**config.mk**
```make
export PLATFORM = sky130hd
export DESIGN_NAME = sumador_driver
export DESIGN_NICKNAME = d
export VERILOG_FILES = /design/src/rtl/sumador_drv_pkg.sv /design/src/rtl/sumador_drv_regfile.sv /design/src/rtl/sumador_driver.sv
export SDC_FILE = /design/constraint.sdc
export NUM_CORES = 1
export LEC_CHECK = 0
export BUFFER_PORTS_ARGS = -buffer_cell sky130_fd_sc_hd__buf_4
export CAP_MARGIN = 10
export CORE_MARGIN = 1.5
export CORE_UTILIZATION = 53
export CTS_CLUSTER_DIAMETER = 50
export CTS_CLUSTER_SIZE = 8
export DETAILED_ROUTE_END_ITERATION = 10
export HOLD_SLACK_MARGIN = 0.1
export PLACE_DENSITY = 0.75
export SLEW_MARGIN = 20
export SYNTH_ARGS = -nofsm -noshare
export SYNTH_HDL_FRONTEND = slang
export SYNTH_SLANG_ARGS = --single-unit
```
**constraint.sdc**
```tcl
create_clock -name clk -period 2.1 [get_ports clk]
set_input_delay 0.105 -clock clk [delete_from_list [all_inputs] [get_ports clk]]
set_output_delay 0.105 -clock clk [all_outputs]
set_load 0.03 [all_outputs]
```
**src/rtl/sumador_drv_pkg.sv**
```systemverilog
// Shared types and constants for the sumador driver: FSM states, defaults and
// instruction field positions.
package sumador_drv_pkg;

    localparam int unsigned DefaultW  = 14;
    localparam int unsigned DefaultAW = 3;

    typedef enum logic [1:0] {
        StIdle,
        StRead,
        StIssue,
        StDone
    } state_e;

    // Field order from LSB upwards: rc, rb, ra, rd, oper.
    localparam int unsigned FieldRc   = 0;
    localparam int unsigned FieldRb   = 1;
    localparam int unsigned FieldRa   = 2;
    localparam int unsigned FieldRd   = 3;
    localparam int unsigned FieldOper = 4;
    localparam int unsigned OperWidth = 2;

    function automatic int unsigned instr_width(input int unsigned aw);
        return OperWidth + 4 * aw;
    endfunction

    function automatic int unsigned field_lsb(input int unsigned aw, input int unsigned field);
        return field * aw;
    endfunction

    // Field bounds for the default 14-bit instruction word.
    localparam int unsigned RcLsb   = 0;
    localparam int unsigned RcMsb   = 2;
    localparam int unsigned RbLsb   = 3;
    localparam int unsigned RbMsb   = 5;
    localparam int unsigned RaLsb   = 6;
    localparam int unsigned RaMsb   = 8;
    localparam int unsigned RdLsb   = 9;
    localparam int unsigned RdMsb   = 11;
    localparam int unsigned OperLsb = 12;
    localparam int unsigned OperMsb = 13;

endpackage

```
**src/rtl/sumador_drv_regfile.sv**
```systemverilog
// 2^AW x W register file: three asynchronous read ports, one write port,
// R0 hard-wired to zero, synchronous active-low clear.
module sumador_drv_regfile
    import sumador_drv_pkg::*;
#(
    parameter int unsigned W  = DefaultW,
    parameter int unsigned AW = DefaultAW
) (
    input  logic          clk,
    input  logic          rst_n,
    input  logic          we,
    input  logic [AW-1:0] waddr,
    input  logic [W-1:0]  wdata,
    input  logic [AW-1:0] raddr_a,
    input  logic [AW-1:0] raddr_b,
    input  logic [AW-1:0] raddr_c,
    output logic [W-1:0]  rdata_a,
    output logic [W-1:0]  rdata_b,
    output logic [W-1:0]  rdata_c
);

    localparam int unsigned Depth = 1 << AW;

    logic [W-1:0] mem [Depth];

    always_ff @(posedge clk) begin
        if (!rst_n) begin
            for (int i = 0; i < Depth; i++) begin
                mem[i] <= '0;
            end
        end else if (we && (waddr != '0)) begin
            mem[waddr] <= wdata;
        end
    end

    assign rdata_a = (raddr_a == '0) ? '0 : mem[raddr_a];
    assign rdata_b = (raddr_b == '0) ? '0 : mem[raddr_b];
    assign rdata_c = (raddr_c == '0) ? '0 : mem[raddr_c];

endmodule

```
**src/rtl/sumador_driver.sv**
```systemverilog
// Sequential initiator for the combinational sumador: fetches three operands,
// drives one enable cycle, captures the result and writes it back.
module sumador_driver
    import sumador_drv_pkg::*;
#(
    parameter int unsigned W  = DefaultW,
    parameter int unsigned AW = DefaultAW
) (
    input  logic                       clk,
    input  logic                       rst_n,
    input  logic                       instr_valid,
    input  logic [OperWidth+4*AW-1:0]  instr,
    output logic                       instr_ready,
    input  logic                       ld_valid,
    input  logic [AW-1:0]              ld_addr,
    input  logic [W-1:0]               ld_data,
    output logic                       ld_ready,
    output logic [W-1:0]               a,
    output logic [W-1:0]               b,
    output logic [W-1:0]               c,
    output logic [1:0]                 oper,
    output logic                       en,
    input  logic [W-1:0]               res,
    output logic                       done,
    output logic [W-1:0]               result,
    output logic [15:0]                op_count
);

    localparam int unsigned IW       = instr_width(AW);
    localparam int unsigned RcLsbP   = field_lsb(AW, FieldRc);
    localparam int unsigned RbLsbP   = field_lsb(AW, FieldRb);
    localparam int unsigned RaLsbP   = field_lsb(AW, FieldRa);
    localparam int unsigned RdLsbP   = field_lsb(AW, FieldRd);
    localparam int unsigned OperLsbP = field_lsb(AW, FieldOper);

    state_e        state;
    logic [IW-1:0] instr_q;

    logic [AW-1:0] rd_addr;
    logic [AW-1:0] ra_addr;
    logic [AW-1:0] rb_addr;
    logic [AW-1:0] rc_addr;
    logic [1:0]    instr_oper;

    assign rd_addr    = instr_q[RdLsbP +: AW];
    assign ra_addr    = instr_q[RaLsbP +: AW];
    assign rb_addr    = instr_q[RbLsbP +: AW];
    assign rc_addr    = instr_q[RcLsbP +: AW];
    assign instr_oper = instr_q[OperLsbP +: OperWidth];

    logic          ld_accept;
    logic          writeback;
    logic          rf_we;
    logic [AW-1:0] rf_waddr;
    logic [W-1:0]  rf_wdata;
    logic [W-1:0]  rf_a;
    logic [W-1:0]  rf_b;
    logic [W-1:0]  rf_c;

    // Preload only happens in IDLE and writeback only in ISSUE, so the
    // single write port never sees both at once.
    assign ld_accept = (state == StIdle) && ld_valid;
    assign writeback = (state == StIssue);
    assign rf_we     = ld_accept || writeback;
    assign rf_waddr  = writeback ? rd_addr : ld_addr;
    assign rf_wdata  = writeback ? res : ld_data;

    sumador_drv_regfile #(
        .W  (W),
        .AW (AW)
    ) u_regfile (
        .clk     (clk),
        .rst_n   (rst_n),
        .we      (rf_we),
        .waddr   (rf_waddr),
        .wdata   (rf_wdata),
        .raddr_a (ra_addr),
        .raddr_b (rb_addr),
        .raddr_c (rc_addr),
        .rdata_a (rf_a),
        .rdata_b (rf_b),
        .rdata_c (rf_c)
    );

    always_ff @(posedge clk) begin
        if (!rst_n) begin
            state    <= StIdle;
            instr_q  <= '0;
            a        <= '0;
            b        <= '0;
            c        <= '0;
            oper     <= '0;
            en       <= 1'b0;
            done     <= 1'b0;
            result   <= '0;
            op_count <= '0;
        end else begin
            unique case (state)
                StIdle: begin
                    if (instr_valid) begin
                        instr_q <= instr;
                        state   <= StRead;
                    end
                end
                StRead: begin
                    a     <= rf_a;
                    b     <= rf_b;
                    c     <= rf_c;
                    oper  <= instr_oper;
                    en    <= 1'b1;
                    state <= StIssue;
                end
                StIssue: begin
                    // Full ISSUE cycle gives the combinational unit time to settle.
                    result <= res;
                    en     <= 1'b0;
                    done   <= 1'b1;
                    state  <= StDone;
                end
                StDone: begin
                    done     <= 1'b0;
                    op_count <= op_count + 16'd1;
                    state    <= StIdle;
                end
                default: begin
                    en    <= 1'b0;
                    done  <= 1'b0;
                    state <= StIdle;
                end
            endcase
        end
    end

    assign instr_ready = (state == StIdle);
    assign ld_ready    = (state == StIdle);

endmodule

```
==> impl_summary.txt, run 1 <==
----------------------------------------------------
[Synth]
  Average size of a mapped cell ... 11.9 µm²
  Most common cell in the synthesized netlist ... sky130_fd_sc_hd__nor2_1
  Cells after synthesis ... 879
  Most common flop cell mapped by yosys ... sky130_fd_sc_hd__edfxtp_1
  Share of flip-flops with an asynchronous set or reset ... 0%
  Post-synthesis sequential element count ... 213
  Yosys cell types ... 49
  Dominant cell type by area after synthesis ... sky130_fd_sc_hd__edfxtp_1
  Top cell type's share of synthesized area ... 32.1%
  Sequential fraction of the synthesis area ... 51.4%
  Most common library cells after synthesis ... 135 x sky130_fd_sc_hd__nor2_1, 112 x sky130_fd_sc_hd__edfxtp_1, 101 x sky130_fd_sc_hd__dfxtp_1
  Yosys Warn Count ... 0
  Synth top area cells ... sky130_fd_sc_hd__edfxtp_1 32%, sky130_fd_sc_hd__dfxtp_1 19%, sky130_fd_sc_hd__mux2_2 8.4%, sky130_fd_sc_hd__mux4_1 5.3%, sky130_fd_sc_hd__nor2_1 4.8%
  Number of enable-type register cells in the synthesized netlist ... 112
  Post-synthesis instance area ... 10500 µm²

[Job]
  Total of max-cap violations ... 0

[Worst setup path]
  Crit-path max FO ... 14
  Beginning of the critical path ... state[0]$_SDFFE_PN0P_
  Reg2Reg Launch Point ... state[0]$_SDFFE_PN0P_
  Arrival time worst endpoint ... 2160 ps
  CP Class ... register to register
  Worst setup SP type ... register
  Nature of the critical path endpoint ... register
  Required time of the worst setup path ... 2320 ps

[Timing]
  Final Skew ... 11.6 ps
  Setup Total Neg Slack ... 0 ps
  Setup repair after global routing missed its margin ... no
  Final worst-path cycle share ... 92.5%
  Worst-margin pin slew ... 1000 ps
  Smallest setup slack after layout ... 158 ps
  Final count of hold timing violations ... 0
  Minimum clock period after layout ... 1940 ps
  Slew margin rel. ... 33.0%
  Highest Clock Rate ... 515 MHz
  Final Max Tran Viols ... 0
  Setup Viol. Count Final ... 0

[Detailed routing]
  Pre-Repair DR Iteration Count ... 5
  Routed length per instance ... 19.8 µm
  Drt first-iter violations ... 656
  Wirelength, routed ... 27100 µm
  Number of vias after detailed routing ... 7821
  Average via count per standard cell ... 5.70
  Post-route antenna net violation count ... 0
  Remaining routing DRC violations ... 0

[CTS]
  Clock Sink Count ... 213
  Number of buffers added by the clock tree synthesis step ... 31
  H-tree level count ... 1
  Clock root buffer ... sky130_fd_sc_hd__clkbuf_16
  CTS max path bufs ... 3
  Skew-Pair Late Insertion Delay ... 540 ps
  Clock transition time at the flip-flop clock pins of the worst setup and hold paths ... 60 ps
  Clock tree from TritonCTS ... built
  Post-CTS Setup Inserts ... 0

[GRT]
  Antenna violations before repair ... 0
  Total GRT Usage ... 26.8%
  Total grt overflow ... 0
  Wire length of the first global-routing pass ... 42300 µm
  Pin count of the biggest net entering global routing ... 49
  Via count of the first global-routing pass ... 7823

[Finish]
  Share of final-layout standard cells stronger than drive strength 1 ... 31.2%
  Nets@finish ... 1141
  Number of cells in the finished layout apart from fillers ... 1373
  Cell area after layout ... 13300 µm²
  Number of inserted filler cells in the final layout ... 1400
  Area overhead of the layout relative to synthesis ... 26.8%
  Antenna diode count ... 0

[Pwr]
  Static power due to leakage ... 5.09 nW
  Internal power ... 0.00936 W
  Combinational cell fraction of total power ... 28.8%
  Total power consumption of the routed design ... 0.0137 W
  IR Drop Worst-Case VDD ... 641 µV
  Net switching power of the design ... 0.00429 W
  Relative contribution of the clock network to total power ... 33.2%
  Switching part of the total ... 31.4%
  Cell Pwr Density ... 1030 nW/µm²
  Fraction of power consumed by sequential logic ... 38.0%

[Placed design]
  Total half-perimeter wirelength after legalization and detailed placement ... 18300 µm
  Worst setup slack after placement ... 59.9 ps
  Final weighted congestion of routability-driven global placement ... 0.830
  IO Port Bufs ... 126
  Cell Count Post-Placement ... 1274
  Total placed instance area ... 11900 µm²

[Worst hold path]
  Path class of the lowest-slack min-delay path ... primary input to register
  Startpoint of the lowest-slack hold path ... ld_addr[2]

[Die]
  Core area ... 19400 µm²
  Top-Level Pins ... 127
  Die W ... 144 µm
  Initial standard-cell utilization of the core ... 54.0%
  Standard-cell row count ... 51
  Die height ... 144 µm
  Die footprint ... 20600 µm²

[Run status]
  Run status ... finished clean

----------------------------------------------------
[layer usage]
metal	up-vias	track usage, %	part of all wire, %
met5	-	0	0
met4	0	9.02	2.3
met3	49	6.00	9.0
met2	354	42.9	47
met1	3785	36.1	42
li1	3633	-	-
[flip-flops by register name, indices dropped and copies added (netlist names), named ones only]
name           flops
c                 14
op_count          16
result            14
state              2
b                 14
oper               2
instr_q           14
done               1
a                 14
en                 1
u_regfile.mem    112
[cell type report]
type                            instances  area [µm²]  area share (%)
Clock buffer                           53         878            6.61
Sequential cell                       213        5390            40.6
Tap cell                              265         332            2.50
Inverter                                7        26.3           0.198
Clock inverter                          2        10.0          0.0753
Multi-Input combinational cell        612        4790            36.1
Timing Repair Buffer                  221        1860            14.0
[layout by cell type (no fill, tap or decap), types with 7 or more instances in the layout]
master / instances
sky130_fd_sc_hd__buf_4: 169
sky130_fd_sc_hd__nor2_1: 134
sky130_fd_sc_hd__edfxtp_1: 112
sky130_fd_sc_hd__dfxtp_1: 98
sky130_fd_sc_hd__nand2_1: 84
sky130_fd_sc_hd__mux2_2: 78
sky130_fd_sc_hd__dlygate4sd3_1: 44
sky130_fd_sc_hd__nor2b_1: 40
sky130_fd_sc_hd__mux2i_1: 40
sky130_fd_sc_hd__o22ai_1: 39
sky130_fd_sc_hd__o31ai_1: 39
sky130_fd_sc_hd__clkbuf_16: 31
sky130_fd_sc_hd__mux4_2: 21
sky130_fd_sc_hd__mux4_1: 21
sky130_fd_sc_hd__clkbuf_1: 20
sky130_fd_sc_hd__a21oi_1: 16
sky130_fd_sc_hd__conb_1: 14
sky130_fd_sc_hd__xnor2_1: 9
sky130_fd_sc_hd__buf_12: 7
[worst max-delay path: stages (launching register included)]
cell,delay (ps)
sky130_fd_sc_hd__dfxtp_1,380
sky130_fd_sc_hd__inv_1,100
sky130_fd_sc_hd__ha_2,270
sky130_fd_sc_hd__nand4b_1,250
sky130_fd_sc_hd__a21oi_4,250
sky130_fd_sc_hd__o21ai_2,140
sky130_fd_sc_hd__nand2_4,220
[path summary, 6_finish.rpt]
path	to	slack [ps]	cells past startpoint
worst max register to register	u_regfile.mem[1][6]$_SDFFCE_PN0P_	160	6
worst min register to register	a[10]$_SDFFE_PN0N_	450	2
worst min-delay path	u_regfile.mem[3][0]$_SDFFCE_PN0P_	260	5
worst max-delay path	u_regfile.mem[1][6]$_SDFFCE_PN0P_	160	6
[metrics by stage]
step	utilization [%]	hold WS (ps)
2_1_floorplan	-	241
3_3_place_gp	61.5	348
3_5_place_dp	61.5	357
4_1_cts	68.3	243
5_1_grt	68.5	264
6_report	68.5	256
[what timing repair did]
item                                    in CTS  in global routing
resized for setup                            0                  6
endpoints found under the setup margin       0                103
hold buffers                                44                  0
endpoints found under the hold margin      137                  0
[cell families (layout without fill, tap and decap cells)]
logic type / after synthesis / after routing / synth area share [%]
multiplexers: 160 / 160 / 22.0
AO/OA/AOI/OAI: 112 / 112 / 7.54
flip-flops: 213 / 213 / 51.4
other: 1 / 14 / 0.0358
XOR/XNOR: 12 / 12 / 1.00
buffers and inverters: 67 / 283 / 3.92
AND/OR/NAND/NOR: 308 / 308 / 13.4
adder cells (fa/ha/maj): 6 / 6 / 0.717
[power by group through the flow]
stage | combinational [W] | clock, W | sequential [W]
5_1_grt | 0.00418 | 0.00475 | 0.00523
2_1_floorplan | 0.00231 | 0 | 0.00549
4_1_cts | 0.00389 | 0.00457 | 0.00517
3_3_place_gp | 0.00377 | 0 | 0.00523
6_report | 0.00394 | 0.00453 | 0.00518
3_5_place_dp | 0.00381 | 0 | 0.00525
Power figures use the tool's default switching activity.
==> run 2, diff against run 1 <==
--- a/config.mk
+++ b/config.mk
@@ -8,13 +8,14 @@
 export BUFFER_PORTS_ARGS = -buffer_cell sky130_fd_sc_hd__buf_4
 export CAP_MARGIN = 10
 export CORE_MARGIN = 1.5
-export CORE_UTILIZATION = 53
+export CORE_UTILIZATION = 52
 export CTS_CLUSTER_DIAMETER = 50
 export CTS_CLUSTER_SIZE = 8
 export DETAILED_ROUTE_END_ITERATION = 10
 export HOLD_SLACK_MARGIN = 0.1
-export PLACE_DENSITY = 0.75
+export PLACE_DENSITY = 0.74
 export SLEW_MARGIN = 20
 export SYNTH_ARGS = -nofsm -noshare
 export SYNTH_HDL_FRONTEND = slang
+export SYNTH_HIERARCHICAL = 1
 export SYNTH_SLANG_ARGS = --single-unit
==> impl_summary.txt, run 2 <==
----------------------------------------------------
[CTS]
  Number of buffers added by the clock tree synthesis step ... 17
  Clock transition time at the flip-flop clock pins of the worst setup and hold paths ... 80 ps
  Clock tree from TritonCTS ... built
  H-tree level count ... 4
  Clock Sink Count ... 190
  Clock root buffer ... sky130_fd_sc_hd__clkbuf_16
  Skew-Pair Late Insertion Delay ... 440 ps
  CTS max path bufs ... 2

[Worst setup path]
  CP Class ... register to register
  Required time of the worst setup path ... 2250 ps
  Crit-path max FO ... 14
  Worst setup SP type ... register
  Reg2Reg Launch Point ... state[0]$_SDFFE_PN0P_
  Arrival time worst endpoint ... 2140 ps
  Nature of the critical path endpoint ... register
  Worst R2R Setup Slack ... 110 ps
  Endpoint of the worst register-to-register path ... u_regfile/mem[1][0]$_SDFFCE_PN0P_
  Depth of the worst register-to-register path ... 7

[Die]
  Initial standard-cell utilization of the core ... 53.1%
  Core area ... 18800 µm²
  Die W ... 141 µm
  Standard-cell row count ... 50
  Die height ... 141 µm
  Top-Level Pins ... 127
  Die footprint ... 20000 µm²

[Synth]
  Yosys Warn Count ... 6
  Post-synthesis net count ... 956
  Yosys cell types ... 48
  Post-synthesis sequential element count ... 190
  Post-synthesis instance area ... 9970 µm²
  Cells after synthesis ... 902
  Dominant cell type by area after synthesis ... sky130_fd_sc_hd__edfxtp_1
  Most common flop cell mapped by yosys ... sky130_fd_sc_hd__edfxtp_1
  Sequential fraction of the synthesis area ... 48.0%
  Most common library cells after synthesis ... 120 x sky130_fd_sc_hd__mux2i_1, 98 x sky130_fd_sc_hd__and2_1, 98 x sky130_fd_sc_hd__edfxtp_1
  Top cell type's share of synthesized area ... 29.5%
  Synth top area cells ... sky130_fd_sc_hd__edfxtp_1 30%, sky130_fd_sc_hd__dfxtp_1 18%, sky130_fd_sc_hd__mux2i_1 12%, sky130_fd_sc_hd__and2_1 6.1%, sky130_fd_sc_hd__a221oi_1 4.3%
  Average size of a mapped cell ... 11.1 µm²
  Share of flip-flops with an asynchronous set or reset ... 0%
  Number of enable-type register cells in the synthesized netlist ... 98
  Most common cell in the synthesized netlist ... sky130_fd_sc_hd__mux2i_1

[GRT]
  Total grt overflow ... 0
  Antenna violations before repair ... 0
  Wire length of the first global-routing pass ... 38900 µm
  Total GRT Usage ... 25.3%
  Pin count of the biggest net entering global routing ... 50
  Via count of the first global-routing pass ... 6838

[Timing]
  Smallest setup slack after layout ... 111 ps
  Final count of hold timing violations ... 0
  Final Skew ... 10.2 ps
  Final Max Tran Viols ... 0
  Worst-margin pin slew ... 1000 ps
  Slew margin rel. ... 33.1%
  Setup repair after global routing missed its margin ... no
  Setup Viol. Count Final ... 0
  Highest Clock Rate ... 503 MHz
  Minimum clock period after layout ... 1990 ps
  Final worst-path cycle share ... 94.7%

[Finish]
  Top Registers ... u_regfile/mem (98), op_count (16)
  Number of flip-flops under the largest register name ... 98
  Leading cell types in the layout, fill and taps excluded ... 164 x sky130_fd_sc_hd__buf_4, 120 x sky130_fd_sc_hd__mux2i_1, 99 x sky130_fd_sc_hd__and2_1, 98 x sky130_fd_sc_hd__edfxtp_1, 89 x sky130_fd_sc_hd__dfxtp_1
  Most common library cell in the layout ignoring fill and taps ... sky130_fd_sc_hd__buf_4
  Share of final-layout standard cells stronger than drive strength 1 ... 27.6%
  Largest register by flop count ... u_regfile/mem
  Nets@finish ... 1115
  Cell area after layout ... 12300 µm²
  Antenna diode count ... 0
  Number of cells in the finished layout apart from fillers ... 1308
  Area overhead of the layout relative to synthesis ... 23.6%
  Number of inserted filler cells in the final layout ... 1399

[Worst hold path]
  Startpoint of the lowest-slack hold path ... ld_data[0]
  Sink of the worst hold path ... u_regfile/mem[7][0]$_SDFFCE_PN0P_
  Path class of the lowest-slack min-delay path ... primary input to register
  Number of cells on the worst hold path ... 4

[Detailed routing]
  Pre-Repair DR Iteration Count ... 5
  Remaining routing DRC violations ... 0
  Routed length per instance ... 19.1 µm
  Number of vias after detailed routing ... 7532
  Wirelength, routed ... 25000 µm
  Post-route antenna net violation count ... 0
  Average via count per standard cell ... 5.76
  Drt first-iter violations ... 601

[Job]
  Total of max-cap violations ... 0

[Placed design]
  Final weighted congestion of routability-driven global placement ... 0.930
  Total placed instance area ... 11400 µm²
  Cell Count Post-Placement ... 1246
  Worst setup slack after placement ... -94.1 ps
  IO Port Bufs ... 126
  Total half-perimeter wirelength after legalization and detailed placement ... 18400 µm

[Pwr]
  Total power consumption of the routed design ... 0.0128 W
  IR Drop Worst-Case VDD ... 810 µV
  Static power due to leakage ... 4.78 nW
  Cell Pwr Density ... 1030 nW/µm²

[Run status]
  Run status ... finished clean

----------------------------------------------------
run 2: what timing repair did:
item | CTS | global route
setup endpoints to repair | 86 | 141
hold buffers | 30 | 0
gates resized for setup | 4 | 5
hold endpoints to repair | 33 | 0
setup buffers | 0 | 0
run 2: report_power, final:
group          switching, W  total (W)  internal (W)  leakage, nW
logic               0.00265    0.00465       0.00200         2.73
registers          0.000430    0.00482       0.00439         1.76
clock network       0.00157    0.00329       0.00172        0.291
total               0.00465     0.0128       0.00811         4.78
run 2: area by class of cell:
cell class              instances  area (µm²)  area share (%)
flip-flops and latches        190        4790            38.9
multi-input cells             623        4740            38.5
repair buffers                208        1810            14.7
clock buffers                  17         425            3.45
well taps                     234         293            2.38
clock inverters                15         183            1.48
inverters                      21        78.8           0.640
run 2: kinds of logic after synthesis:
logic type      after synthesis  synth area share (%)
fa+ha+maj                     5                 0.627
compound gates              152                  12.2
xor+xnor                     10                 0.878
simple gates                291                  15.4
flops                       190                  48.0
buf+inv                      89                  5.38
mux                         165                  17.5
run 2: metal layers:
layer | track usage, % | vias to the layer above | share of wire, %
met5 | 0 | - | 0
met4 | 5.37 | 0 | 0.70
met3 | 4.79 | 10 | 7.2
met2 | 36.8 | 296 | 43
met1 | 39.3 | 3616 | 49
li1 | - | 3610 | -
run 2: worst max-delay path by stage:
stage / startpoint / to / slack, ps / depth (start not counted)
global route: state[1]$_SDFFE_PN0P_ / u_regfile/mem[6][9]$_SDFFCE_PN0P_ / 5 / 9
detailed placement: state[0]$_SDFFE_PN0P_ / u_regfile/mem[3][10]$_SDFFCE_PN0P_ / -90 / 6
finish: state[0]$_SDFFE_PN0P_ / u_regfile/mem[1][0]$_SDFFCE_PN0P_ / 110 / 7
global placement: state[0]$_SDFFE_PN0P_ / u_regfile/mem[7][7]$_SDFFCE_PN0P_ / -80 / 6
floorplan: state[0]$_SDFFE_PN0P_ / u_regfile/mem[3][0]$_SDFFCE_PN0P_ / -40 / 6
CTS: state[0]$_SDFFE_PN0P_ / u_regfile/mem[5][7]$_SDFFCE_PN0P_ / 8 / 5
run 2: stage by stage:
| step | hold WS, ps | util, % | TNS (ps) |
|---|---|---|---|
| final | 357 | 65.7 | 0 |
| after global routing | 392 | 65.7 | 0 |
| after CTS | 396 | 65.6 | 0 |
| after detailed placement | 359 | 60.7 | -3320 |
| after global placement | 355 | 60.7 | -1430 |
| after floorplan | 241 | - | -505 |
run 2: critical path, cell delays in order (launching register included):
cell                       delay [ps]
sky130_fd_sc_hd__dfxtp_1          310
sky130_fd_sc_hd__inv_1            110
sky130_fd_sc_hd__ha_4             190
sky130_fd_sc_hd__mux2_2           390
sky130_fd_sc_hd__nand2b_1         210
sky130_fd_sc_hd__buf_4            170
sky130_fd_sc_hd__o21ai_4          170
sky130_fd_sc_hd__buf_12           160
==> run 3, diff against run 2 <==
--- a/config.mk
+++ b/config.mk
@@ -14,6 +14,7 @@
 export DETAILED_ROUTE_END_ITERATION = 10
 export HOLD_SLACK_MARGIN = 0.1
 export PLACE_DENSITY = 0.74
+export SETUP_SLACK_MARGIN = 0.15
 export SLEW_MARGIN = 20
 export SYNTH_ARGS = -nofsm -noshare
 export SYNTH_HDL_FRONTEND = slang
==> impl_summary.txt, run 3 (synthesized netlist as in run 2, its figures left out) <==
----------------------------------------------------
[Run status]
  Run status ... finished clean

[Worst setup path]
  Crit-path max FO ... 7
  Cell family with the largest share of critical-path delay ... buffers and inverters
  Slowest library cell on the worst path ... sky130_fd_sc_hd__dfxtp_2
  Nature of the critical path endpoint ... register
  CP Class ... register to register
  Worst R2R Setup Slack ... 170 ps
  Endpoint of the worst register-to-register path ... u_regfile/mem[4][0]$_SDFFCE_PN0P_
  Reg2Reg Launch Point ... state[0]$_SDFFE_PN0P_
  CP cell instances ... inv_2 -> ha_4 -> mux2_4 -> nand3b_4 -> buf_6 -> o21ai_4 -> clkbuf_16
  Arrival time worst endpoint ... 2080 ps
  Buffer and inverter count on the worst path ... 3
  Depth of the worst register-to-register path ... 7
  Worst path max stage delay ... 330 ps
  Worst setup SP type ... register
  Required time of the worst setup path ... 2250 ps

[Finish]
  Leading cell types in the layout, fill and taps excluded ... 185 x sky130_fd_sc_hd__buf_4, 120 x sky130_fd_sc_hd__mux2i_1, 99 x sky130_fd_sc_hd__and2_1, 98 x sky130_fd_sc_hd__edfxtp_1, 87 x sky130_fd_sc_hd__dfxtp_1
  Antenna diode count ... 0
  Final standard cell utilization of the core ... 66.6%
  Nets@finish ... 1138
  Number of flip-flops under the largest register name ... 98
  Most common library cell in the layout ignoring fill and taps ... sky130_fd_sc_hd__buf_4
  Top Registers ... u_regfile/mem (98), op_count (16)
  Largest register by flop count ... u_regfile/mem
  Area overhead of the layout relative to synthesis ... 25.3%
  Share of final-layout standard cells stronger than drive strength 1 ... 29.6%

[Timing]
  Final count of hold timing violations ... 0
  Highest Clock Rate ... 517 MHz
  Setup Total Neg Slack ... 0 ps
  Final Skew ... 15.6 ps
  Setup Viol. Count Final ... 0
  Smallest setup slack after layout ... 167 ps
  Slew margin rel. ... 49.9%
  Worst-margin pin slew ... 751 ps
  Final worst-path cycle share ... 92.0%
  Setup repair after global routing missed its margin ... yes
  Minimum clock period after layout ... 1930 ps
  Final Max Tran Viols ... 0
  Worst slack on hold paths ... 203 ps

[Detailed routing]
  Average via count per standard cell ... 5.78
  Pre-Repair DR Iteration Count ... 5
  Drt first-iter violations ... 761
  Routed length per instance ... 19.4 µm
  Number of vias after detailed routing ... 7689
  Remaining routing DRC violations ... 0
  Wirelength, routed ... 25800 µm
  Post-route antenna net violation count ... 0

[Pwr]
  Total power consumption of the routed design ... 0.0127 W
  Combinational cell fraction of total power ... 38.7%
  Static power due to leakage ... 4.89 nW
  Relative contribution of the clock network to total power ... 23.5%
  Cell Pwr Density ... 1010 nW/µm²
  Fraction of power consumed by sequential logic ... 37.8%
  Internal power ... 0.00808 W
  IR Drop Worst-Case VDD ... 636 µV
  Switching part of the total ... 36.3%
  Net switching power of the design ... 0.00460 W

[CTS]
  Clock Sink Count ... 190
  Clock transition time at the flip-flop clock pins of the worst setup and hold paths ... 70 ps
  H-tree level count ... 4
  Clock root buffer ... sky130_fd_sc_hd__clkbuf_16
  Number of buffers added by the clock tree synthesis step ... 17
  Clock tree from TritonCTS ... built
  CTS max path bufs ... 2
  Skew-Pair Late Insertion Delay ... 430 ps

[Worst hold path]
  Path class of the lowest-slack min-delay path ... primary input to register
  Number of cells on the worst hold path ... 3
  Startpoint of the lowest-slack hold path ... rst_n
  Sink of the worst hold path ... op_count[9]$_SDFFE_PN0N_

[Die]
  Top-Level Pins ... 127
  Standard-cell row count ... 50
  Initial standard-cell utilization of the core ... 53.1%
  Core area ... 18800 µm²
  Die W ... 141 µm
  Die height ... 141 µm
  Die footprint ... 20000 µm²

[Job]
  Total of max-cap violations ... 0

[GRT]
  Total GRT Usage ... 25.7%
  Via count of the first global-routing pass ... 6920
  Antenna violations before repair ... 0
  Pin count of the biggest net entering global routing ... 47
  Wire length of the first global-routing pass ... 39600 µm
  Total grt overflow ... 0

[Placed design]
  Final weighted congestion of routability-driven global placement ... 0.869
  Worst setup slack after placement ... -124 ps
  Total half-perimeter wirelength after legalization and detailed placement ... 18500 µm
  IO Port Bufs ... 126

----------------------------------------------------
## run 3: cell types whose count changed in the layout (fill, tap and decap cells not counted), sizes merged
cell,previous run,this run
clkinv,4,1
nand2b,9,10
buf,178,198
clkinvlp,2,3
dlygate4sd3,30,31
bufinv,1,0
clkbuf,17,20
## run 3: layer usage
metal / GRT usage (%) / wire length [µm] / share of wire (%)
met5: 0 / 0 / 0
met2: 36.8 / 11100 / 43
met4: 6.08 / 267 / 1.0
met3: 4.93 / 2020 / 7.8
met1: 40.0 / 12400 / 48
## run 3: repair_timing
action	in CTS	in global routing
hold buffers	31	0
resized for setup	8	10
pin swaps	2	3
gates cloned	0	2
hold endpoints to repair	34	0
endpoints found under the setup margin	127	106
buffers inserted	2	10
## run 3: how the worst max path moves through the flow
stage	to	slack, ps	cells past startpoint	startpoint
after floorplan	u_regfile/mem[2][0]$_SDFFCE_PN0P_	150	7	state[0]$_SDFFE_PN0P_
after global placement	u_regfile/mem[3][5]$_SDFFCE_PN0P_	-0.2	6	state[0]$_SDFFE_PN0P_
after detailed placement	u_regfile/mem[4][4]$_SDFFCE_PN0P_	-120	6	state[0]$_SDFFE_PN0P_
after CTS	u_regfile/mem[4][11]$_SDFFCE_PN0P_	120	7	state[0]$_SDFFE_PN0P_
after global routing	u_regfile/mem[4][0]$_SDFFCE_PN0P_	120	7	state[0]$_SDFFE_PN0P_
final	u_regfile/mem[4][0]$_SDFFCE_PN0P_	170	7	state[0]$_SDFFE_PN0P_
## run 3: area by class of cell
cell class	instances	area, µm²
Timing Repair Buffer	230	1980
Clock buffer	19	433
Clock inverter	12	100
Fill cell	1405	6280
Tap cell	234	293
Multi-Input combinational cell	624	4820
Sequential cell	190	4790
Inverter	21	78.8
## run 3: through the flow
step                instance area (µm²)  instances
global placement                  11500       1254
finish                            12500       1330
floorplan                         10100        902
CTS                               12400       1318
global route                      12500       1330
detailed placement                11500       1254
## run 3: worst min-delay path, cell delays in order
cell,delay [ps]
sky130_fd_sc_hd__buf_4,160
sky130_fd_sc_hd__inv_2,190
sky130_fd_sc_hd__nor2_1,140
## run 3: power groups by stage
stage / registers, W / logic (W) / clock network (W)
after floorplan: 0.00509 / 0.00288 / 0
after global placement: 0.00483 / 0.00451 / 0
after detailed placement: 0.00484 / 0.00461 / 0
after CTS: 0.00477 / 0.00472 / 0.00303
after global routing: 0.00483 / 0.00524 / 0.00319
final: 0.00479 / 0.00490 / 0.00298
